--- src/rtl/countdown_timer_if.sv ---
// Control/status bundle for countdown_timer.
// The master (a control FSM) drives the strobes. The slave (the timer) returns the count and status.
interface countdown_timer_if #(
  parameter int WIDTH = 4
);
  logic             load;
  logic [WIDTH-1:0] load_val;
  logic             start;
  logic             pause;
  logic [WIDTH-1:0] count;
  logic             busy;
  logic             done;

  modport master (
    output load, load_val, start, pause,
    input  count, busy, done
  );

  modport slave (
    input  load, load_val, start, pause,
    output count, busy, done
  );
endinterface

--- src/rtl/countdown_timer.sv ---
// Loadable down-counter with start/pause handshake and a one-cycle done pulse.
// When AUTO_RELOAD=1, the timer reloads the last preset at expiry and keeps running.
module countdown_timer #(
  parameter int WIDTH       = 4,
  parameter bit AUTO_RELOAD = 1'b0
) (
  input logic                clk,
  input logic                rst,
  countdown_timer_if.slave   bus
);

  typedef enum logic [1:0] {IDLE = 2'd0, RUN = 2'd1, PAUSED = 2'd2} state_e;

  state_e           state_q, state_d;
  logic [WIDTH-1:0] count_q, count_d;
  logic [WIDTH-1:0] reload_q, reload_d;
  logic             done_q, done_d;
  logic [WIDTH-1:0] eff_val;

  // In IDLE, load and start in the same cycle start from the new preset.
  assign eff_val = bus.load ? bus.load_val : count_q;

  // Next-state decode. Priority in RUN is load > pause > decrement.
  always_comb begin
    state_d  = state_q;
    count_d  = count_q;
    reload_d = reload_q;
    done_d   = 1'b0;
    unique case (state_q)
      IDLE: begin
        if (bus.load) begin
          count_d  = bus.load_val;
          reload_d = bus.load_val;
        end
        if (bus.start) begin
          if (eff_val != '0) state_d = RUN;
          else               done_d  = 1'b1;   // a zero preset expires immediately
        end
      end
      RUN: begin
        if (bus.load) begin
          count_d  = bus.load_val;
          reload_d = bus.load_val;
          state_d  = IDLE;
        end else if (bus.pause) begin
          state_d = PAUSED;
        end else if (count_q == WIDTH'(1)) begin
          done_d = 1'b1;
          if (AUTO_RELOAD && reload_q != '0) begin
            count_d = reload_q;
          end else begin
            count_d = '0;
            state_d = IDLE;
          end
        end else if (count_q == '0) begin
          state_d = IDLE;                     // defensive: zero is terminal, never wrap
        end else begin
          count_d = count_q - WIDTH'(1);
        end
      end
      PAUSED: begin
        if (bus.load) begin
          count_d  = bus.load_val;
          reload_d = bus.load_val;
          state_d  = IDLE;
        end else if (!bus.pause) begin
          state_d = RUN;                      // resume edge does not decrement
        end
      end
      default: state_d = IDLE;
    endcase
  end

  // State, count, reload and done registers. Reset clears everything without raising done.
  always_ff @(posedge clk or negedge rst) begin
    if (!rst) begin
      state_q  <= IDLE;
      count_q  <= '0;
      reload_q <= '0;
      done_q   <= 1'b0;
    end else begin
      state_q  <= state_d;
      count_q  <= count_d;
      reload_q <= reload_d;
      done_q   <= done_d;
    end
  end

  assign bus.count = count_q;
  assign bus.busy  = (state_q == RUN) || (state_q == PAUSED);
  assign bus.done  = done_q;

endmodule

--- src/flat_wrapper.sv ---
// flat-port wrapper written by rule: the top's interface ports become plain ports
module countdown_timer_flat 
#(
  parameter int WIDTH       = 4,
  parameter bit AUTO_RELOAD = 1'b0
)
  (clk, rst, bus_load, bus_load_val, bus_start, bus_pause, bus_count, bus_busy, bus_done);
  countdown_timer_if #(.WIDTH(WIDTH)) bus_i ();
  input logic clk;
  input logic rst;
  input wire logic [$bits(bus_i.load)-1:0] bus_load;
  input wire logic [$bits(bus_i.load_val)-1:0] bus_load_val;
  input wire logic [$bits(bus_i.start)-1:0] bus_start;
  input wire logic [$bits(bus_i.pause)-1:0] bus_pause;
  output wire logic [$bits(bus_i.count)-1:0] bus_count;
  output wire logic [$bits(bus_i.busy)-1:0] bus_busy;
  output wire logic [$bits(bus_i.done)-1:0] bus_done;
  assign bus_i.load = bus_load;
  assign bus_i.load_val = bus_load_val;
  assign bus_i.start = bus_start;
  assign bus_i.pause = bus_pause;
  assign bus_count = bus_i.count;
  assign bus_busy = bus_i.busy;
  assign bus_done = bus_i.done;
  countdown_timer #(.WIDTH(WIDTH), .AUTO_RELOAD(AUTO_RELOAD)) u_core (.clk(clk), .rst(rst), .bus(bus_i));
endmodule
--- config.mk ---
export PLATFORM = sky130hd
export DESIGN_NAME = countdown_timer_flat
export DESIGN_NICKNAME = d
export VERILOG_FILES = /design/src/rtl/countdown_timer_if.sv /design/src/rtl/countdown_timer.sv /design/src/flat_wrapper.sv
export SDC_FILE = /design/constraint.sdc
export NUM_CORES = 1
export LEC_CHECK = 0
export BUFFER_PORTS_ARGS = -buffer_cell sky130_fd_sc_hd__clkbuf_2
export CAP_MARGIN = 5
export CORE_MARGIN = 10
export CORE_UTILIZATION = 35
export DETAILED_ROUTE_END_ITERATION = 10
export PLACE_DENSITY_LB_ADDON = 0.12
export SLEW_MARGIN = 20
export SYNTH_ARGS = -nofsm -noshare
export SYNTH_HDL_FRONTEND = slang
export SYNTH_SLANG_ARGS = --single-unit
--- constraint.sdc ---
create_clock -name clk -period 2 [get_ports clk]
set_input_delay 0.2 -clock clk [delete_from_list [all_inputs] [get_ports clk]]
set_output_delay 0.2 -clock clk [all_outputs]
set_load 0.02 [all_outputs]
-- Yosys cells after proc, flatten, opt, wreduce, memory -nomap -nowiden
Cells that the tools add are included.
- output and inout port bits: 6
- bits in latches: 0
- memory bits (writable): 0
- memory bits (read-only): 0
- bits in registers: 7
- memories kept: 0
- $add $sub $neg: 1
- muxes and demuxes: 21
- reduce and logical (&&, ||, !) cells: 8
- multiply operators: 0
- divide/modulo/power cells: 0
- eq/ne operators: 9
- bitwise operators: 0
- $lt $le $gt $ge: 0
- shifts and indexed selects: 0
- operators with widths (cell ; number):
    4-bit 2-to-1 mux ; 5
    2-bit 2-to-1 mux ; 8
    4-bit case mux with 2 select lines ; 1
    3-bit != test (second input constant) ; 2
    2-bit case mux with 3 select lines ; 1
    1-bit 2-to-1 mux ; 5
    5-bit by 3-bit != test with 1-bit output (second input constant) ; 1
    4-bit by 1-bit equality test with 1-bit output (second input constant) ; 1
    4-bit logical NOT ; 1
    4-bit by 3-bit != test with 1-bit output (second input constant) ; 1
    4-bit AND reduction ; 1
    4-bit nonzero test ; 1
    4-bit by 1-bit subtractor with 4-bit output (second input constant) ; 1
    3-bit AND reduction ; 1
    2-bit by 1-bit equality test with 1-bit output (second input constant) ; 1
    2-bit equality test (second input constant) ; 1
    2-bit logical NOT ; 1
    2-bit by 1-bit != test with 1-bit output (second input constant) ; 1
    2-bit != test (second input constant) ; 1
    1-bit case mux with 2 select lines ; 1
    2-bit nonzero test ; 1
    2-bit OR reduction ; 1
    1-bit logical OR ; 1

-- Logic depth before layout (Yosys ltp)
Gate-level depths: netlist of run 1.
- depth after elaboration: 6
- mapped depth: 6
- mapped depth without buffers: 6

-- Least setup slack after synthesis of run 1
OpenSTA, ideal clock, no wires.
- kind: register to register
- from: register u_core.count_q[1], in the netlist u_core.bus.count[1]
- to: register u_core.count_q[0], in the netlist u_core.bus.count[0]
- clock period less this slack: 1708 ps
- path buffers: 0
- arrival time: 1584 ps
- path slack: 292 ps
- required time: 1876 ps
- stages on the path, launching flop included: 7
- cell sequence: dfrtp_1 inv_1 ha_1 and4bb_2 a211oi_2 o21ai_0 o2bb2ai_1
- longest elaborated chain between the ends: 5
- elaborated cells between the ends (all ways): 8
- classes of those cells: eq/ne (2); mux (4); reduce/logical (2)
- ends and longest elaborated chain (item ; RTL line ; RTL):
    start, declared ; countdown_timer.sv:15 ; logic [WIDTH-1:0] count_q, count_d;
    start signal, assigned ; countdown_timer.sv:83 ; count_q <= count_d;
    4-bit by 1-bit equality test with 1-bit output ; countdown_timer.sv:47 ; end else if (count_q == WIDTH'(1)) begin
    4-bit 2-to-1 mux ; countdown_timer.sv:47 ;
    4-bit 2-to-1 mux ; countdown_timer.sv:45 ; end else if (bus.pause) begin
    4-bit 2-to-1 mux ; countdown_timer.sv:41 ; if (bus.load) begin
    4-bit case mux with 2 select lines ; countdown_timer.sv:29 ; unique case (state_q)
Several ways; a longest one is shown, not always the timed one. The select of a mux whose other input is x is not followed.
A chain may end at the register's enable or synchronous reset.

-- Worst setup path in the final report of run 1
- from: register u_core.state_q[0]
- to: register u_core.count_q[2], in the netlist u_core.bus.count[2]
- longest elaborated chain between the ends: 4
- elaborated cells between the ends (all ways): 9
- classes of those cells: eq/ne (4); mux (1); reduce/logical (4)
- ends and longest elaborated chain (item ; RTL line ; RTL):
    start, declared ; countdown_timer.sv:14 ; state_e state_q, state_d;
    start signal, assigned ; countdown_timer.sv:82 ; state_q <= state_d;
    2-bit equality test / 2-bit logical NOT (equally long branches) ; countdown_timer.sv:29 ;
    2-bit OR reduction (no line) ; -- ;
    2-bit nonzero test (no line) ; -- ;
    3-bit AND reduction (no line) ; -- ;
Several ways; a longest one is shown, not always the timed one.

==> results of run 1 <==
==> per-stage QoR <==
step	setup slack (ns)	utilization, %	std cells	hold WS, ns	total power [W]
after CTS	0.174	45.4	99	0.228	0.00105
after floorplan	0.292	-	64	-0.0956	0.000731
after global routing	0.0222	45.4	99	0.230	0.00114
final	0.170	45.4	99	0.227	0.00104
after detailed placement	0.181	43.0	94	0.0431	0.000919
after global placement	0.155	43.0	94	0.0423	0.000929
==> power by group <==
group / switching, W / internal, W / total (W)
clock: 0.0000476 / 0.0000758 / 0.000123
sequential: 0.0000893 / 0.000204 / 0.000293
combinational: 0.000369 / 0.000256 / 0.000625
total: 0.000506 / 0.000536 / 0.00104
==> worst max-delay path, cell delays in order, from the launching register on <==
cell      delay (ns)
dfrtp_1         0.39
inv_1           0.08
ha_1            0.27
nor2_1          0.34
a21boi_0        0.15
a311oi_1        0.33
o21ai_0         0.14
==> flip-flops by register name, summed over array words and instances (netlist names) <==
signal            count
u_core.bus.count      4
u_core.bus.done       1
u_core.state_q        2
==> final timing paths <==
check | start | endpoint | slack (ns) | depth (start not counted)
worst max-delay path | u_core.state_q[0]$_DFFE_PN0P_ | u_core.bus.count[2]$_DFFE_PN0P_ | 0.17 | 6
worst min-delay path | bus_start | u_core.bus.done$_DFF_PN0_ | 0.23 | 3
worst max register to register | u_core.state_q[0]$_DFFE_PN0P_ | u_core.bus.count[2]$_DFFE_PN0P_ | 0.17 | 6
worst min register to register | u_core.state_q[0]$_DFFE_PN0P_ | u_core.state_q[0]$_DFFE_PN0P_ | 0.59 | 1
max in group asynchronous | rst | u_core.state_q[0]$_DFFE_PN0P_ | 1.52 | 2
min in group asynchronous | rst | u_core.bus.count[2]$_DFFE_PN0P_ | 0.32 | 2
==> cell type report <==
type,instances,share of cell area [%]
tap,16,2.89
sequential,7,25.3
timing repair buffer,16,12.7
inverter,9,4.88
clock buffer,4,3.80
multi-input combinational,47,50.5
==> what timing repair did <==
action | in CTS | in global routing
hold buffers | 1 | 0
hold endpoints to repair | 7 | 0
buffers inserted | 0 | 0
resized for setup | 0 | 0
==> placed cells by master (no fill, tap or decap), drive strengths merged <==
cell	instances
a211oi	1
a21boi	1
a21oi	4
a22oi	1
a311oi	2
a32oi	1
and3b	1
and4bb	1
buf	1
clkbuf	18
dfrtp	7
dlygate4sd3	1
ha	6
inv	9
mux2	2
nand2	1
nand3	2
nor2	6
nor2b	2
nor3	1
nor3b	1
nor4	1
nor4b	2
o2111ai	1
o21ai	6
o2bb2ai	2
o31ai	2
==> per-layer routing <==
| layer | up-vias | wire (um) | global-route usage (%) |
|---|---|---|---|
| li1 | 276 | - | - |
| met1 | 251 | 678 | 10.3 |
| met2 | 14 | 666 | 13.1 |
| met3 | 2 | 93 | 4.59 |
| met4 | 0 | 12 | 1.92 |
| met5 | - | 0 | 0 |
==> logic make-up after synthesis <==
| family | synth area share [%] |
|---|---|
| buffers and inverters | 7.91 |
| and+or+nand+nor | 18.7 |
| muxes | 3.96 |
| adders and majority gates | 13.2 |
| DFF | 30.8 |
| AOI/OAI and AO/OA | 25.5 |
==> Yosys cell counts, types with 2 or more instances <==
cell	instances	area share, %
dfrtp_1	7	31
inv_1	8	5.3
o31ai_1	2	2.6
nor2_1	6	4.0
o2bb2ai_1	2	3.1
nand3_1	2	1.8
ha_1	6	13
a21oi_1	4	3.5
mux2_2	2	4.0
a311oi_1	2	3.1
nor4b_1	2	3.1
nor2b_1	2	2.2
o21ai_0	6	5.3
==> impl_summary.log, run 1 <==
INFO  metric placed_wire_length_estimate_after_detailed_placement = 1210 um
INFO  metric finalSetupViolations = 0
INFO  metric synth.avg_cell_area = 8.90 um^2
INFO  metric grt_pass1_wl = 2410 um
INFO  metric placedInstanceArea = 656 um^2
INFO  metric rsz_0062_raised_after_global_routing = no
INFO  metric starting_density_of_the_core = 37.4%
INFO  metric number_of_global_route_vias_before_repair = 533
INFO  metric report.final.slew_viol_count = 0
INFO  metric drt-wirelength-per-cell = 14.7 um
INFO  metric syn_nets = 79
INFO  metric critPathLaunchType = register
INFO  metric tritoncts = yes
INFO  metric finalWorstPathRequiredPeriod = 1.83 ns
INFO  metric synth.lib_cells_used.distinct = 26
INFO  metric synthesis.yosys.warnings = 0
INFO  metric max_slew.worst_pin.slew = 0.376 ns
INFO  metric antennaDiodeCount = 0
INFO  metric p_leak = 0.334 nW
INFO  metric synth-edff-count = 0
INFO  metric arrival = 1.95 ns
INFO  metric cts_inserted_buffers = 3
INFO  metric routed_via_density = 5.48
INFO  metric gp_routability_congestion = 0.826
INFO  metric clock-sinks = 7
INFO  metric yosys_most_used_dff = dfrtp_1
INFO  metric crit_path_max_fanout = 6
INFO  metric cts.htree.levels = 1
INFO  metric post-route-drc-count = 0
INFO  metric antenna_violating_nets_post_route = 0
INFO  metric clk_transition_reported_paths = 0.05 ns
INFO  metric non_filler_cell_area_final = 692 um^2
INFO  metric cts.root.buffer_cell = clkbuf_4
INFO  metric ys_seq_elements = 7
INFO  metric iteration_0_drc_markers = 8
INFO  metric boundaryPins = 15
INFO  metric end_kind = register
INFO  metric asr_flop_ratio_synth = 100%
INFO  metric max-clock-path-buffers = 2
INFO  metric worst_skew_pair.late_latency = 0.25 ns
INFO  metric place.port_buffers = 14
INFO  metric maxCapViolations = 0
INFO  metric number_of_endpoints_with_negative_hold_slack_in_the_final_report = 0
INFO  metric ir_worst_vdd = 0.749 mV
INFO  metric coreArea = 1520 um^2
INFO  metric nNetsFinal = 99
INFO  metric min_period_over_period = 91.5%
INFO  metric syn_to_final_growth = 21.5%
INFO  metric firstDrtPassIters = 4
INFO  metric achievable-frequency = 546 MHz
INFO  metric timing.clock.skew = 0.00120 ns
INFO  metric crit_type = reg2reg
INFO  metric fill_cells = 145
INFO  metric vertical_extent_of_the_die = 60.3 um
INFO  metric antenna_found_initial = 0
INFO  metric holdCritPathClass = in2reg
INFO  metric layout-drive-gt1-share = 27.7%
INFO  metric status = finished, final reports clean
INFO  metric die_area = 3640 um^2
INFO  metric num_vias = 543
INFO  metric groute.usage.overall = 8.55%
INFO  metric pwr_density_cell = 1510 nW/um^2
INFO  metric seqCellArea = 175 um^2
INFO  metric globalRouteOverflowTotal = 0
INFO  metric fin_tns_setup = 0 ns
INFO  metric timing.slew.headroom = 74.8%
INFO  metric fp.dieW = 60.3 um
INFO  metric post_synthesis_cell_area = 569 um^2
INFO  metric drt-total-wl = 1450 um
INFO  metric share_of_synthesized_area_occupied_by_flip_flops_and_latches = 30.8%
INFO  metric number_of_instances_in_the_synthesized_netlist = 64
INFO  metric multi_input_comb_area = 349 um^2
INFO  metric maximum_number_of_pins_on_one_net_before_global_route_repair = 13
INFO  metric critPathRequiredTime = 2.12 ns
INFO  metric rows = 14
Note: power is estimated with default switching activity, not from simulation.
==> run 2, diff against run 1 <==
--- a/config.mk
+++ b/config.mk
@@ -10,7 +10,6 @@
 export CORE_MARGIN = 10
 export CORE_UTILIZATION = 35
 export DETAILED_ROUTE_END_ITERATION = 10
-export PLACE_DENSITY_LB_ADDON = 0.12
 export SLEW_MARGIN = 20
 export SYNTH_ARGS = -nofsm -noshare
 export SYNTH_HDL_FRONTEND = slang
==> impl_summary.log, run 2 (same netlist as run 1, synthesis figures left out) <==
INFO  metric rows = 14 (unchanged)
INFO  metric max-clock-path-buffers = 2 (unchanged)
INFO  metric maximum_number_of_pins_on_one_net_before_global_route_repair = 13 (unchanged)
INFO  metric timing.critical_path.cells = inv_1, ha_1, nor4b_1, a22oi_1, o2111ai_1, mux2_2
INFO  metric critPathRequiredTime = 2.13 ns (about the same)
INFO  metric met1_usage = 8.94% (-1.4 points)
INFO  metric die_area = 3640 um^2 (unchanged)
INFO  metric timing.slew.headroom = 77.5% (+2.7 points)
INFO  metric p_leak = 0.334 nW (unchanged)
INFO  metric syn_to_final_growth = 21.5% (unchanged)
INFO  metric critical_path.slowest_cell = dfrtp_1
INFO  metric arrival = 2.02 ns (+0.07 ns)
INFO  metric critical_path.top_delay_family = flip-flops
INFO  metric placed_wire_length_estimate_after_detailed_placement = 1150 um (-4.6%)
INFO  metric clock-sinks = 7 (unchanged)
INFO  metric finalSetupViolations = 0 (unchanged)
INFO  metric cts_repair_resize_count = 0 (unchanged)
INFO  metric rsz_0062_raised_after_global_routing = no
INFO  metric place.port_buffers = 14 (unchanged)
INFO  metric groute.usage.overall = 7.90% (-0.65 points)
INFO  metric routed_via_density = 5.52 (+0.55%)
INFO  metric cts_inserted_buffers = 3 (unchanged)
INFO  metric fill_cells = 146 (+0.69%)
INFO  metric layout.cells.most_common_list = clkbuf_2 (14), inv_1 (8), dfrtp_1 (7)
INFO  metric timing.clock.skew = 0.00125 ns (+0.0000522 ns)
INFO  metric coreArea = 1520 um^2 (unchanged)
INFO  metric grt_pass1_wl = 2250 um (-6.6%)
INFO  metric end_kind = register
INFO  metric antenna_violating_nets_post_route = 0 (unchanged)
INFO  metric finalWorstPathRequiredPeriod = 1.89 ns (+0.0607 ns)
INFO  metric fin_tns_setup = 0 ns (unchanged)
INFO  metric max_slew.worst_pin.slew = 0.337 ns (-0.0396 ns)
INFO  metric number_of_endpoints_with_negative_hold_slack_in_the_final_report = 0 (unchanged)
INFO  metric holdCritPathClass = in2reg
INFO  metric vertical_extent_of_the_die = 60.3 um (unchanged)
INFO  metric antennaDiodeCount = 0 (unchanged)
INFO  metric gp_routability_congestion = 0.808 (-2.2%)
INFO  metric iteration_0_drc_markers = 12 (+4)
INFO  metric boundaryPins = 15 (unchanged)
INFO  metric maxCapViolations = 0 (unchanged)
INFO  metric crit_type = reg2reg
INFO  metric crit_buf_inv = 1 (unchanged)
INFO  metric achievable-frequency = 529 MHz (-3.2%)
INFO  metric post-route-drc-count = 0 (unchanged)
INFO  metric fp.dieW = 60.3 um (unchanged)
INFO  metric flip_flop_count_of_the_largest_register_after_layout = 4 (unchanged)
INFO  metric min_period_over_period = 94.6% (+3.0 points)
INFO  metric top_usage_layer = met2
INFO  metric clk_transition_reported_paths = 0.05 ns (about the same)
INFO  metric critPathLaunchType = register
INFO  metric gr-usage-met2 = 12.8% (-0.29 points)
INFO  metric cts.htree.levels = 1 (unchanged)
INFO  metric status = finished, final reports clean
INFO  metric number_of_global_route_vias_before_repair = 544 (+2.1%)
INFO  metric ir_worst_vdd = 0.683 mV (-8.9%)
INFO  metric nNetsFinal = 99 (unchanged)
INFO  metric tritoncts = yes
INFO  metric layout-drive-gt1-share = 27.7% (unchanged)
INFO  metric starting_density_of_the_core = 37.4% (unchanged)
INFO  metric drt-total-wl = 1390 um (-3.9%)
INFO  metric drt-wirelength-per-cell = 14.1 um (-3.9%)
INFO  metric grt_util_met3 = 2.30% (-2.3 points)
INFO  metric report.final.slew_viol_count = 0 (unchanged)
INFO  metric num_vias = 546 (+0.55%)
INFO  metric firstDrtPassIters = 4 (unchanged)
INFO  metric antenna_found_initial = 0 (unchanged)
INFO  metric final-instance-count-excl-fill = 99 (unchanged)
INFO  metric cts.root.buffer_cell = clkbuf_4
INFO  metric layout.cells.most_common = clkbuf_2
INFO  metric worst_skew_pair.late_latency = 0.24 ns (about the same)
INFO  metric globalRouteOverflowTotal = 0 (unchanged)
INFO  metric placed_cells = 94 (unchanged)
INFO  metric pwr_density_cell = 1500 nW/um^2 (-0.56%)
INFO  metric crit_path_max_fanout = 6 (unchanged)
INFO  metric critPathMaxStageDelay = 0.40 ns (about the same)
-- run 2: cell counts in the layout (fill, tap and decap cells not counted) --
No cell type changed its count.
-- run 2: path summary, 6_finish.rpt --
path / end / depth (start not counted) / from / slack, ns
max reg2reg: u_core.state_q[0]$_DFFE_PN0P_ / 6 / u_core.state_q[0]$_DFFE_PN0P_ / 0.11
min: u_core.bus.count[1]$_DFFE_PN0P_ / 3 / bus_load_val[1] / 0.26
max: u_core.state_q[0]$_DFFE_PN0P_ / 6 / u_core.state_q[0]$_DFFE_PN0P_ / 0.11
max in group asynchronous: u_core.bus.count[2]$_DFFE_PN0P_ / 2 / rst / 1.51
min reg2reg: u_core.state_q[1]$_DFFE_PN0P_ / 1 / u_core.state_q[1]$_DFFE_PN0P_ / 0.57
min in group asynchronous: u_core.bus.count[0]$_DFFE_PN0P_ / 2 / rst / 0.33
-- run 2: stage by stage --
stage / utilization (%) / setup WS, ns / hold slack (ns) / power [W] / area, um^2
after floorplan: - / 0.292 / -0.0956 / 0.000731 / 569
after global placement: 43.0 / 0.189 / 0.0481 / 0.000916 / 656
after detailed placement: 43.0 / 0.151 / 0.0496 / 0.000916 / 656
after CTS: 45.4 / 0.131 / 0.260 / 0.00105 / 692
after global routing: 45.4 / 0.0371 / 0.271 / 0.00114 / 692
final: 45.4 / 0.109 / 0.264 / 0.00104 / 692
-- run 2: cell type report --
cell class / count / area, um^2 / area share (%)
clock buffer: 4 / 26.3 / 3.80
timing repair buffer: 16 / 87.6 / 12.7
sequential: 7 / 175 / 25.3
multi-input combinational: 47 / 349 / 50.5
inverter: 9 / 33.8 / 4.88
tap: 16 / 20.0 / 2.89
-- run 2: worst register-to-register path, stage by stage, from the launching register on --
cell       delay [ns]
dfrtp_1          0.40
inv_1            0.10
ha_1             0.25
nor4b_1          0.30
a22oi_1          0.17
o2111ai_1        0.18
mux2_2           0.37
-- run 2: layer usage --
layer  vias to the layer above  wire, um
met3                         0       112
met4                         0         0
met1                       253       619
met5                         -         0
met2                        18       663
li1                        275         -
-- run 2: timing repair --
item | 4_1_cts | 5_1_grt
setup buffers | 0 | 0
hold endpoints to repair | 7 | 0
hold buffers | 1 | 0
-- run 2: where the power goes --
group | internal, W | switching [W] | leakage (nW) | total (W)
logic | 0.000257 | 0.000372 | 0.232 | 0.000628
clock network | 0.0000757 | 0.0000461 | 0.0150 | 0.000122
registers | 0.000204 | 0.0000813 | 0.0869 | 0.000286
total | 0.000537 | 0.000499 | 0.334 | 0.00104
==> run 3, diff against run 2 <==
--- a/config.mk
+++ b/config.mk
@@ -7,9 +7,10 @@
 export LEC_CHECK = 0
 export BUFFER_PORTS_ARGS = -buffer_cell sky130_fd_sc_hd__clkbuf_2
 export CAP_MARGIN = 5
-export CORE_MARGIN = 10
-export CORE_UTILIZATION = 35
+export CORE_AREA = 10 10 47 49
 export DETAILED_ROUTE_END_ITERATION = 10
+export DIE_AREA = 0 0 57 59
+export PLACE_DENSITY = 0.67
 export SLEW_MARGIN = 20
 export SYNTH_ARGS = -nofsm -noshare
 export SYNTH_HDL_FRONTEND = slang
==> impl_summary.log, run 3 (same netlist as run 1, synthesis figures left out) <==
INFO  metric cts.htree.levels = 1 (unchanged)
INFO  metric clkPwrFrac = 12.6% (+0.8 points)
INFO  metric globalRouteOverflowTotal = 0 (unchanged)
INFO  metric maximum_number_of_pins_on_one_net_before_global_route_repair = 13 (unchanged)
INFO  metric starting_density_of_the_core = 40.6% (+3.3 points)
INFO  metric boundaryPins = 15 (unchanged)
INFO  metric rows = 14 (unchanged)
INFO  metric r2r_slack = 0.18 ns (+0.07 ns)
INFO  metric switching_power = 0.000519 W (+4.0%)
INFO  metric num_vias = 562 (+2.9%)
INFO  metric setup_slack = 0.181 ns (+0.0724 ns)
INFO  metric cts.root.buffer_cell = clkbuf_4
INFO  metric critPathRequiredTime = 2.14 ns (about the same)
INFO  metric rr_endpoint = u_core.state_q[0]$_DFFE_PN0P_
INFO  metric antenna_found_initial = 0 (unchanged)
INFO  metric vertical_extent_of_the_die = 59 um (-2.2%)
INFO  metric nNetsFinal = 99 (unchanged)
INFO  metric drt-wirelength-per-cell = 14.9 um (+5.7%)
INFO  metric routed_via_density = 5.68 (+2.9%)
INFO  metric syn_to_final_growth = 21.5% (unchanged)
INFO  metric p_leak = 0.334 nW (unchanged)
INFO  metric layout.cells.most_common_list = clkbuf_2 (14), inv_1 (8), dfrtp_1 (7)
INFO  metric finalSetupViolations = 0 (unchanged)
INFO  metric cts_setup_buffers = 0 (unchanged)
INFO  metric timing.clock.skew = 0.00441 ns (+0.00316 ns)
INFO  metric power_report.internal_total = 0.000536 W (-0.11%)
INFO  metric crit_path_start = u_core.state_q[0]$_DFFE_PN0P_
INFO  metric number_of_endpoints_with_negative_hold_slack_in_the_final_report = 0 (unchanged)
INFO  metric timing.slew.headroom = 78.0% (+0.50 points)
INFO  metric timing.rr.start = u_core.state_q[0]$_DFFE_PN0P_
INFO  metric max_slew.worst_pin.slew = 0.329 ns (-0.00747 ns)
INFO  metric fill_cells = 150 (+2.7%)
INFO  metric critPathLaunchType = register
INFO  metric ff2ff_path_depth = 6 (unchanged)
INFO  metric flip_flop_count_of_the_largest_register_after_layout = 4 (unchanged)
INFO  metric share_seq_of_total_power = 27.6% (about the same)
INFO  metric end_kind = register
INFO  metric coreArea = 1400 um^2 (-8.0%)
INFO  metric number_of_buffers_inserted_by_hold_repair_at_cts = 1 (unchanged)
INFO  metric number_of_global_route_vias_before_repair = 541 (-0.55%)
INFO  metric clock-sinks = 7 (unchanged)
INFO  metric cts_repair_resize_count = 0 (unchanged)
INFO  metric post-place-ws = 0.193 ns (+0.0424 ns)
INFO  metric tritoncts = yes
INFO  metric maxCapViolations = 0 (unchanged)
INFO  metric holdCritPathClass = in2reg
INFO  metric status = finished, final reports clean
INFO  metric worst_hold_path.num_cells = 3 (unchanged)
INFO  metric critical_path.endpoint = u_core.state_q[0]$_DFFE_PN0P_
INFO  metric post-route-drc-count = 0 (unchanged)
INFO  metric placed_wire_length_estimate_after_detailed_placement = 1180 um (+2.8%)
INFO  metric achievable-frequency = 550 MHz (+4.0%)
INFO  metric layout.cells.most_common = clkbuf_2
INFO  metric finalWorstPathRequiredPeriod = 1.82 ns (-0.0724 ns)
INFO  metric layout-drive-gt1-share = 27.7% (unchanged)
INFO  metric antenna_violating_nets_post_route = 0 (unchanged)
INFO  metric fp.dieW = 57 um (-5.5%)
INFO  metric max-clock-path-buffers = 2 (unchanged)
INFO  metric antennaDiodeCount = 0 (unchanged)
INFO  metric die_area = 3360 um^2 (-7.6%)
INFO  metric report.final.slew_viol_count = 0 (unchanged)
INFO  metric crit_path_max_fanout = 6 (unchanged)
INFO  metric min_period_over_period = 90.9% (-3.6 points)
INFO  metric grt_pass1_wl = 2510 um (+12%)
INFO  metric rsz_0062_raised_after_global_routing = no
INFO  metric fin_tns_setup = 0 ns (unchanged)
INFO  metric power.switching_fraction = 49.2% (+1.0 points)
INFO  metric worst_skew_pair.late_latency = 0.26 ns (+0.02 ns)
INFO  metric cts_inserted_buffers = 3 (unchanged)
INFO  metric firstDrtPassIters = 4 (unchanged)
INFO  metric gp_routability_congestion = 0.845 (+4.6%)
INFO  metric comb_power_share = 59.8% (-0.9 points)
INFO  metric pwr_density_cell = 1530 nW/um^2 (+1.9%)
INFO  metric iteration_0_drc_markers = 11 (-1)
INFO  metric groute.usage.overall = 9.19% (+1.3 points)
INFO  metric arrival = 1.96 ns (-0.06 ns)
INFO  metric ir_worst_vdd = 0.577 mV (-16%)
INFO  metric crit_type = reg2reg
INFO  metric clk_transition_reported_paths = 0.05 ns (about the same)
INFO  metric drt-total-wl = 1470 um (+5.7%)
INFO  metric place.port_buffers = 14 (unchanged)
run 3: routing by layer:
| metal | track usage, % | wire [um] | part of all wire [%] | vias up |
|---|---|---|---|---|
| met5 | 0 | 0 | 0 | - |
| met4 | 3.36 | 10 | 0.68 | 0 |
| met3 | 5.15 | 124 | 8.4 | 2 |
| met2 | 14.4 | 692 | 47 | 18 |
| met1 | 10.2 | 647 | 44 | 265 |
| li1 | - | - | - | 277 |
run 3: final cells by class:
cell class	count	area (um^2)	area share, %
Sequential cell	7	175	25.3
Inverter	9	33.8	4.88
Timing Repair Buffer	16	87.6	12.7
Clock buffer	4	26.3	3.80
Tap cell	16	20.0	2.89
Multi-Input combinational cell	47	349	50.5
run 3: worst min path at each step:
stage	to	slack, ns	start
final	u_core.bus.done$_DFF_PN0_	0.23	bus_start
after global routing	u_core.bus.done$_DFF_PN0_	0.24	bus_start
after CTS	u_core.bus.done$_DFF_PN0_	0.23	bus_start
after detailed placement	u_core.bus.count[0]$_DFFE_PN0P_	0.05	rst
after global placement	u_core.bus.count[2]$_DFFE_PN0P_	0.04	rst
after floorplan	u_core.bus.count[0]$_DFFE_PN0P_	-0.1	rst
run 3: metrics by stage:
stage	instances	hold WS (ns)	util, %	power [W]	area (um^2)
2_1_floorplan	64	-0.0956	-	0.000731	569
3_3_place_gp	94	0.0441	46.8	0.000916	656
3_5_place_dp	94	0.0465	46.8	0.000915	656
4_1_cts	99	0.230	49.4	0.00106	692
5_1_grt	99	0.236	49.4	0.00116	692
6_report	99	0.232	49.4	0.00106	692
run 3: critical path: stages (launching register included):
cell	delay [ns]
dfrtp_1	0.41
inv_1	0.09
ha_1	0.24
nor4b_1	0.27
a22oi_1	0.13
o2111ai_1	0.17
mux2_2	0.38
run 3: power by group through the flow:
stage	clock network (W)	logic, W	registers [W]
after floorplan	0	0.000403	0.000329
after global placement	0	0.000627	0.000289
after detailed placement	0	0.000624	0.000291
after CTS	0.000138	0.000633	0.000290
after global routing	0.000145	0.000710	0.000303
final	0.000133	0.000631	0.000291
